**src/rtl/mux8_rr_arbiter.sv**
```systemverilog
// mux8_rr_arbiter: round-robin arbiter over eight single-bit sources driving
// an 8:1 data mux. A grant lasts until its source drops its request or until
// HOLD_MAX transfers have been accepted downstream. On release the arbiter
// moves directly to the next requester, skipping the released source.
module mux8_rr_arbiter #(
   parameter int unsigned HOLD_MAX = 4
) (
   input  logic       clk,
   input  logic       rst_n,
   input  logic [7:0] req,
   input  logic [7:0] in,
   input  logic       ready,
   output logic [2:0] sel,
   output logic [7:0] grant,
   output logic       valid,
   output logic       y,
   output logic       busy
);

   typedef enum logic {
      IDLE  = 1'b0,
      GRANT = 1'b1
   } state_t;

   state_t     state_q, state_d;
   logic [2:0] sel_q, sel_d;
   logic [7:0] grant_q, grant_d;
   logic [7:0] count_q, count_d;
   logic [2:0] last_q, last_d;

   logic       transfer;
   logic       release_now;
   logic [3:0] pick_idle;
   logic [3:0] pick_release;
   logic [7:0] masked_req;

   // The search starts at ptr+1 and wraps round to ptr itself. The loop runs
   // from the farthest candidate to the nearest so the nearest one wins.
   // Result bit 3 flags that some request was found.
   function automatic logic [3:0] rr_pick(input logic [7:0] r, input logic [2:0] ptr);
      logic [3:0] res;
      logic [2:0] idx;
      res = 4'd0;
      for (int i = 8; i >= 1; i--) begin
         idx = ptr + 3'(i);
         if (r[idx]) begin
            res = {1'b1, idx};
         end
      end
      return res;
   endfunction

   assign busy  = (state_q == GRANT);
   assign valid = busy && req[sel_q];
   assign y     = valid ? in[sel_q] : 1'b0;
   assign sel   = sel_q;
   assign grant = grant_q;

   assign transfer    = valid && ready;
   assign release_now = !req[sel_q] || (transfer && (count_q == 8'(HOLD_MAX - 1)));
   assign masked_req  = req & ~(8'b1 << sel_q);
   assign pick_idle    = rr_pick(req, last_q);
   assign pick_release = rr_pick(masked_req, sel_q);

   // This block handles next-state arbitration: grant from IDLE, or hold,
   // count, and release from GRANT. A release hands the grant straight to
   // the next requester when one is waiting.
   always_comb begin
      state_d = state_q;
      sel_d   = sel_q;
      grant_d = grant_q;
      count_d = count_q;
      last_d  = last_q;
      unique case (state_q)
         IDLE: begin
            grant_d = 8'd0;
            if (pick_idle[3]) begin
               state_d = GRANT;
               sel_d   = pick_idle[2:0];
               grant_d = 8'b1 << pick_idle[2:0];
               count_d = 8'd0;
            end
         end
         GRANT: begin
            if (release_now) begin
               last_d = sel_q;
               if (pick_release[3]) begin
                  sel_d   = pick_release[2:0];
                  grant_d = 8'b1 << pick_release[2:0];
                  count_d = 8'd0;
               end else begin
                  state_d = IDLE;
                  grant_d = 8'd0;
               end
            end else if (transfer) begin
               count_d = count_q + 8'd1;
            end
         end
         default: begin
            state_d = IDLE;
            grant_d = 8'd0;
         end
      endcase
   end

   // The state register. Reset points the search pointer at source 7, so
   // the first search after reset begins at source 0.
   always_ff @(posedge clk or negedge rst_n) begin
      if (!rst_n) begin
         state_q <= IDLE;
         sel_q   <= 3'd0;
         grant_q <= 8'd0;
         count_q <= 8'd0;
         last_q  <= 3'd7;
      end else begin
         state_q <= state_d;
         sel_q   <= sel_d;
         grant_q <= grant_d;
         count_q <= count_d;
         last_q  <= last_d;
      end
   end

endmodule

```
**config.mk**
```make
export PLATFORM = sky130hd
export DESIGN_NAME = mux8_rr_arbiter
export DESIGN_NICKNAME = d
export VERILOG_FILES = /design/src/rtl/mux8_rr_arbiter.sv
export SDC_FILE = /design/constraint.sdc
export NUM_CORES = 1
export LEC_CHECK = 0
export BUFFER_PORTS_ARGS = -buffer_cell sky130_fd_sc_hd__buf_2
export CAP_MARGIN = 30
export CORE_UTILIZATION = 55
export CTS_CLUSTER_DIAMETER = 40
export DETAILED_ROUTE_END_ITERATION = 8
export GPL_ROUTABILITY_DRIVEN = 0
export PLACE_DENSITY_LB_ADDON = 0.2
export SLEW_MARGIN = 5
export SYNTH_ARGS = -nofsm -noshare
export SYNTH_HDL_FRONTEND = slang
export SYNTH_SLANG_ARGS = --single-unit
```
**constraint.sdc**
```tcl
create_clock -name clk -period 10.05 [get_ports clk]
set_clock_uncertainty 0.2 [all_clocks]
set_input_delay 0.5025 -clock clk [delete_from_list [all_inputs] [get_ports clk]]
set_output_delay 0.5025 -clock clk [all_outputs]
set_load 0.005 [all_outputs]
```
==> results of run 1 <==
[cells by family (layout without fill, tap and decap cells)]
logic type | after synthesis | count (layout) | synth area share [%]
simple gates | 136 | 136 | 20.1
compound gates | 93 | 93 | 21.7
mux | 58 | 58 | 28.2
buf+inv | 48 | 54 | 6.74
flops | 23 | 23 | 16.7
fa+ha+maj | 11 | 11 | 3.96
xor+xnor | 10 | 10 | 2.52
[state kept, by name (all words and copies together), names as in the netlist]
register / flops
busy: 1
count_q: 8
grant: 8
last_q: 3
sel: 3
[worst max-delay path: stages (launching register included)]
cell      delay (ns)
dfrtp_1         0.76
inv_1           0.45
ha_1            0.71
inv_1           0.21
mux4_2          0.46
mux2_2          0.30
nand2b_1        0.16
a21o_1          0.20
a311oi_2        0.34
nand2_1         0.13
o311ai_1        0.31
[stage by stage]
stage / setup slack (ns) / util [%] / hold WS, ns
after floorplan: 6.41 / - / 0.00691
after detailed placement: 5.80 / 59.5 / 0.277
after global placement: 5.88 / 59.5 / 0.270
after CTS: 5.76 / 60.3 / 0.0108
final: 5.71 / 60.3 / -0.00861
after global routing: 5.32 / 60.3 / 0.0305
[final cells by class]
class                           count  area share, %
Clock buffer                        3           1.14
Clock inverter                      1          0.139
Inverter                           16           1.66
Multi-Input combinational cell    308           73.6
Sequential cell                    23           16.0
Tap cell                           75           2.60
Timing Repair Buffer               34           4.85
[routing by layer]
metal / track usage, % / wire [um] / vias to the layer above
met1: 41.1 / 4010 / 1520
met4: 6.96 / 150 / 0
met5: 0 / 0 / -
met2: 41.8 / 3980 / 123
li1: - / - / 1478
met3: 1.67 / 428 / 12
[cells in the mapped netlist (all sizes together) (2+ instances only)]
library cell	n
inv	14
o2111ai	2
clkinv	2
o311ai	9
and3	6
nand2b	10
or3	3
nand3b	3
a32oi	3
a21oi	6
a21o	3
and2	4
nand4	7
xor2	8
clkbuf	15
nor3	8
nor2b	4
o22a	3
and4	2
mux2	8
o22ai	6
nand2	49
a221o	2
o21ai	17
mux2i	22
dfstp	3
a32o	2
and2b	2
mux4	28
a31oi	3
nor2	22
o31ai	3
a211oi	7
buf	17
xnor2	2
o211ai	10
nand3	12
o221a	2
ha	11
dfrtp	20
[layout by cell type (no fill, tap or decap), types with 9 or more instances in the layout]
cell type,count
nand2_1,47
buf_2,32
mux4_2,22
nor2_1,22
mux2i_1,20
dfrtp_1,20
inv_1,14
o21ai_0,14
nand3_1,12
ha_1,11
nand2b_1,10
o211ai_1,10
o311ai_1,9
[worst min-delay path by stage]
| stage | start | to | depth (start not counted) |
|---|---|---|---|
| floorplan | rst_n | busy | 0 |
| global placement | grant[1] | grant[1] | 2 |
| detailed placement | grant[0] | grant[0] | 2 |
| CTS | rst_n | grant[1] | 1 |
| global route | rst_n | grant[2] | 1 |
| finish | rst_n | sel[2] | 1 |
==> key figures, run 1 <==
Status
  • Status: complete, but fails checks
  • Failing checks: negative hold slack

STA
  • Tightest Pin Transition: approximately 0.76 ns
  • Max Slew Vio Count: 0
  • F_max: 230 MHz
  • Tcrit/Tclk final: 43.2%
  • Min Clock Period, post-route: 4.34 ns
  • TNS Setup: 0 ns
  • Rel. slew slack: 49.0%
  • Min Hold Slack: -0.00861 ns
  • Final Hold Viols: 10
  • Final setup fails: 0
  • RSZ-0062 raised after global routing: false

Synth
  • Synth async-reset ratio: 100%
  • YS warnings: 0
  • Synth top area share: 14.4%
  • Syn nets: 409
  • Mean post-synth cell area: around 9 um2
  • Yosys top cell by area: dfrtp_1
  • EDFF count, synth: 0
  • Most used DFF post-synth: dfrtp_1
  • Post-synthesis cell count: 379
  • Post-synthesis register bit count: 23
  • Mapped cell area: between 3000 and 4000 um2
  • Post-synthesis sequential area ratio: between 15 and 20%
  • Number of library cell types mapped by synthesis: 73
  • Synth top area cells: dfrtp_1, mux4_2, mux2i_1

Placement
  • Final HPWL DP: 6.27 mm
  • Dpl cells: 456
  • Number of port buffers: 32
  • DP Area: 3570 um2

Clocking
  • TritonCTS clock tree: yes
  • Clock root buffer: clkbuf_8
  • Clock latency on the worst-skew pair: 0.26 ns
  • Clock Sink Count: 23
  • Post-CTS sizing: 0
  • CTS Buf Count: 3
  • CTS H-tree lvls: 1
  • Longest Clk Path Bufs: 2
  • Clock transition at path regs: approximately 0.09 ns
  • Setup Buffers After CTS: 0
  • CTS Hold Bufs: 0

Drt
  • Number of routed nets with antenna violations: 0
  • WL/cell: 18.6 um
  • Vias/cell: 6.81
  • Drt drc: 0
  • Drt pass-1 iters: 4
  • Via Count: 3133
  • WL final: 8.57 mm
  • Starting DRC count in detailed routing: 180

Critical path
  • RR Endpoint: grant[3]
  • Reg2reg setup slack: 5.71 ns
  • RR Startpoint: sel[1]
  • Critical Path AT: 4.31 ns
  • CP Launch Type: flop
  • Critical Path RT: 10.01 ns
  • Worst Setup SP: sel[1]
  • Endpoint class of the critical path: flop
  • R2R depth: 10
  • End of the critical path: grant[3]
  • Crit path kind: flop to flop
  • Crit Path Max Fanout: 19

Die
  • Core box area: 5990 um2
  • IO Count: 33
  • Die ar.: 6630 um2
  • Row count: 28
  • Starting density of the core: 58.0%
  • DIE HEIGHT: 81.5 um
  • Die Span X: 81.5 um

Run
  • Max cap viols: 0

GRT
  • Vias in the first global route: 2828
  • Total GRT Usage: 27.1%
  • Largest net degree at the start of global routing: 28
  • Grt total ovfl: 0
  • Initial antenna violation count: 0
  • First-pass GRT wire length: 14.1 mm

Layout
  • Final std cells w/o fill: 460
  • FILL cells: 543
  • Nets: about 420
  • Layout cell share with drive strength beyond 1: around 24%
  • Antenna fix cells: 0
  • Finished Cell Area: 3610 um2
  • Multi-input logic area: 2660 um2
  • Area grow syn2layout: 4.07%
  • FF+latch area: 579 um2

Worst hold path
  • Hold Crit Class: input pin to async pin
Power of run 1 is left out: the tool's default activity adds up to more than one toggle a clock period on the data nets, which glitch-free logic cannot reach.
==> inputs of run 2 (changes only) <==
--- a/config.mk
+++ b/config.mk
@@ -5,6 +5,7 @@
 export SDC_FILE = /design/constraint.sdc
 export NUM_CORES = 1
 export LEC_CHECK = 0
+export ABC_AREA = 1
 export BUFFER_PORTS_ARGS = -buffer_cell sky130_fd_sc_hd__buf_2
 export CAP_MARGIN = 30
 export CORE_UTILIZATION = 55
==> constraint.sdc (replaced) <==
create_clock -name clk -period 4.4 [get_ports clk]
set_clock_uncertainty 0.2 [all_clocks]
set_input_delay 0.22 -clock clk [delete_from_list [all_inputs] [get_ports clk]]
set_output_delay 0.22 -clock clk [all_outputs]
set_load 0.005 [all_outputs]
==> run 2 against run 1 <==
The flow now finishes without violations; global-route usage rose by 1.2 points; register-to-register slack got worse by 4.8 ns; non-clock buffer count did not move; worst setup slack got worse by 4.8 ns; utilization grew 2.3 points; maximum frequency up 24%.
==> key figures, run 2 <==
Status
  • Status: finished, final reports clean (was complete, but fails checks)

STA
  • Rel. slew slack: 59.0% (was 49.0%)
  • Max Slew Vio Count: 0 (unchanged)
  • F_max: 285 MHz (was 230 MHz)
  • RSZ-0062 raised after global routing: false (unchanged)
  • TNS Setup: 0 ns (unchanged)
  • Tcrit/Tclk final: 79.6% (was 43.2%)
  • Tightest Pin Transition: 0.615 ns (was 0.761 ns)
  • Final Hold Viols: 0 (was 10)
  • Min Clock Period, post-route: 3.50 ns (was 4.34 ns)
  • Final setup fails: 0 (unchanged)

Synth
  • Most used DFF post-synth: dfrtp_1 (unchanged)
  • Synth top area cells: nand2_1, dfrtp_1, nand3_1 (was dfrtp_1, mux4_2, mux2i_1)
  • Mapped cell area: 2810 um2 (was 3470 um2)
  • Yosys top cell by area: nand2_1 (was dfrtp_1)
  • Synth top area share: 26.0% (was 14.4%)
  • Synth cell count leaders: nand2_1, nand3_1, inv_1 (was nand2_1, mux4_2, nor2_1)
  • Post-synthesis register bit count: 23 (unchanged)
  • Post-synthesis sequential area ratio: 20.6% (was 16.7%)
  • Mean post-synth cell area: 5.91 um2 (was 9.16 um2)
  • Post-synthesis cell count: 476 (was 379)
  • YS warnings: 0 (unchanged)
  • Synth async-reset ratio: 100% (unchanged)
  • Most common cell in the synthesized netlist: nand2_1 (unchanged)
  • EDFF count, synth: 0 (unchanged)
  • Number of library cell types mapped by synthesis: 35 (was 73)
  • Syn nets: 506 (was 409)

Clocking
  • Clock root buffer: clkbuf_8 (unchanged)
  • Longest Clk Path Bufs: 2 (unchanged)
  • Clock Sink Count: 23 (unchanged)
  • Setup Buffers After CTS: 0 (unchanged)
  • Clock latency on the worst-skew pair: 0.27 ns (was 0.26 ns)
  • CTS H-tree lvls: 1 (unchanged)
  • CTS Buf Count: 3 (unchanged)
  • TritonCTS clock tree: yes (unchanged)
  • Post-CTS sizing: 0 (unchanged)
  • Clock transition at path regs: 0.08 ns (was 0.09 ns)

Critical path
  • End of the critical path: count_q[4] (was grant[3])
  • RR Startpoint: sel[0] (was sel[1])
  • Critical Path RT: 4.34 ns (was 10.01 ns)
  • Worst Setup SP: sel[0] (was sel[1])
  • R2R depth: 12 (was 10)
  • Endpoint class of the critical path: flop (unchanged)
  • Critical Path AT: 3.44 ns (was 4.31 ns)
  • Cell Chain, Critical Path: inv_2, ha_1, inv_1, nand3_1, nand3b_1, nand2_2, nor4_1, nand3_1, nand2_1, nand2_2, o22ai_4, o21ai_0 (was inv_1, ha_1, inv_1, mux4_2, mux2_2, nand2b_1, a21o_1, a311oi_2, nand2_1, o311ai_1)
  • RR Endpoint: count_q[4] (was grant[3])
  • Crit path depth: 12 (was 10)
  • CP Launch Type: flop (unchanged)
  • Crit Path Max Fanout: 21 (was 19)
  • CP max-delay cell: dfrtp_1 (unchanged)
  • Reg2reg setup slack: 0.90 ns (was 5.71 ns)
  • Max incr delay on CP: 0.74 ns (was 0.76 ns)
  • Crit-path leading delay family: simple AND/OR/NAND/NOR gates (was compound AO/OA/AOI/OAI gates)
  • Crit path kind: flop to flop (unchanged)
  • WP buf/inv: 2 (unchanged)

Run
  • Max cap viols: 0 (unchanged)

Placement
  • Number of port buffers: 32 (unchanged)
  • Final HPWL DP: 5.56 mm (was 6.27 mm)

GRT
  • Largest net degree at the start of global routing: 24 (was 28)
  • First-pass GRT wire length: 12.1 mm (was 14.1 mm)
  • Initial antenna violation count: 0 (unchanged)
  • Vias in the first global route: 2748 (was 2828)
  • Grt total ovfl: 0 (unchanged)
  • Total GRT Usage: 28.3% (was 27.1%)

Drt
  • Drt drc: 0 (unchanged)
  • Number of routed nets with antenna violations: 0 (unchanged)
  • Starting DRC count in detailed routing: 262 (was 180)
  • Vias/cell: 5.41 (was 6.81)
  • Via Count: 3063 (was 3133)
  • Drt pass-1 iters: 5 (was 4)
  • WL/cell: 12.7 um (was 18.6 um)
  • WL final: 7.17 mm (was 8.57 mm)

Die
  • Starting density of the core: 58.4% (was 58.0%)
  • Row count: 25 (was 28)
  • DIE HEIGHT: 73.5 um (was 81.5 um)
  • Core box area: 4820 um2 (was 5990 um2)
  • IO Count: 33 (unchanged)
  • Die Span X: 73.5 um (was 81.5 um)
  • Die ar.: 5410 um2 (was 6630 um2)

Layout
  • Fin util: 62.6% (was 60.3%)
  • Most frequent cells in the layout: nand2_1, nand3_1, inv_1 (was nand2_1, buf_2, mux4_2, nor2_1)
  • Antenna fix cells: 0 (unchanged)
  • Nets: 530 (was 416)
  • Commonest non-fill, non-tap cell in the layout: nand2_1 (unchanged)
  • Area grow syn2layout: 7.16% (was 4.07%)
  • Layout cell share with drive strength beyond 1: 16.2% (was 24.4%)
  • FILL cells: 512 (was 543)

Worst hold path
  • Hold Crit Class: input pin to flop (was input pin to async pin)
==> run 2: changes by cell type in the layout (fill, tap and decap cells not counted), moves of 10 or more <==
| cell | previous run | this run |
|---|---|---|
| a21oi_1 | 6 | 20 |
| inv_1 | 14 | 33 |
| inv_2 | 0 | 13 |
| mux2i_1 | 20 | 0 |
| mux4_2 | 22 | 0 |
| nand2_1 | 47 | 195 |
| nand2_2 | 2 | 12 |
| nand2b_1 | 10 | 0 |
| nand3_1 | 12 | 75 |
==> run 2: cell families after synthesis <==
| logic type | after synthesis | synth area share, % |
|---|---|---|
| DFF | 23 | 20.6 |
| AOI/OAI and AO/OA | 42 | 9.25 |
| buffers and inverters | 62 | 10.0 |
| xor gates and xnor gates | 10 | 3.38 |
| and+or+nand+nor | 328 | 51.8 |
| adders and majority gates | 11 | 4.89 |
==> run 2: tightest hold or removal path, cell delays in order <==
cell	delay, ns
buf_2	0.13
nand3_1	0.08
nand2_1	0.05
==> run 2: timing repair <==
action / in CTS / in global routing
endpoints found under the setup margin: 0 / 0
endpoints found under the hold margin: 20 / 0
hold buffers: 1 / 0
==> run 2: how the worst min path moves through the flow <==
| stage | from | end | slack, ns | cells past startpoint |
|---|---|---|---|---|
| after floorplan | rst_n | busy | -0.28 | 0 |
| after global placement | rst_n | grant[1] | 0.02 | 1 |
| after detailed placement | rst_n | grant[1] | 0.03 | 1 |
| after CTS | ready | count_q[1] | 0.04 | 3 |
| after global routing | ready | count_q[1] | 0.05 | 3 |
| final | ready | count_q[1] | 0.04 | 3 |
==> run 2: metal layers <==
layer / GRT usage (%) / wire (um) / up-vias
met5: 0 / 0 / -
met4: 8.12 / 114 / 0
met3: 3.43 / 284 / 10
met2: 47.6 / 3410 / 79
met1: 38.1 / 3360 / 1389
li1: - / - / 1585
==> run 2: metrics by stage <==
stage / hold slack (ns) / cell area, um2 / instances / setup WS [ns]
after floorplan: -0.276 / 2810 / 476 / 1.58
after global placement: 0.0161 / 2960 / 561 / 1.12
after detailed placement: 0.0254 / 2960 / 561 / 0.943
after CTS: 0.0362 / 3020 / 566 / 0.921
after global routing: 0.0513 / 3020 / 566 / 0.640
final: 0.0432 / 3020 / 566 / 0.896
==> run 2: final cells by class <==
cell class / instances / area [um2] / share of cell area (%)
clock buffers: 3 / 41.3 / 1.37
clock inverters: 1 / 5.00 / 0.166
inverters: 47 / 176 / 5.85
multi-input cells: 391 / 1950 / 64.7
flip-flops and latches: 23 / 579 / 19.2
well taps: 67 / 83.8 / 2.78
repair buffers: 34 / 178 / 5.89
Power of run 2 is left out for the same reason.
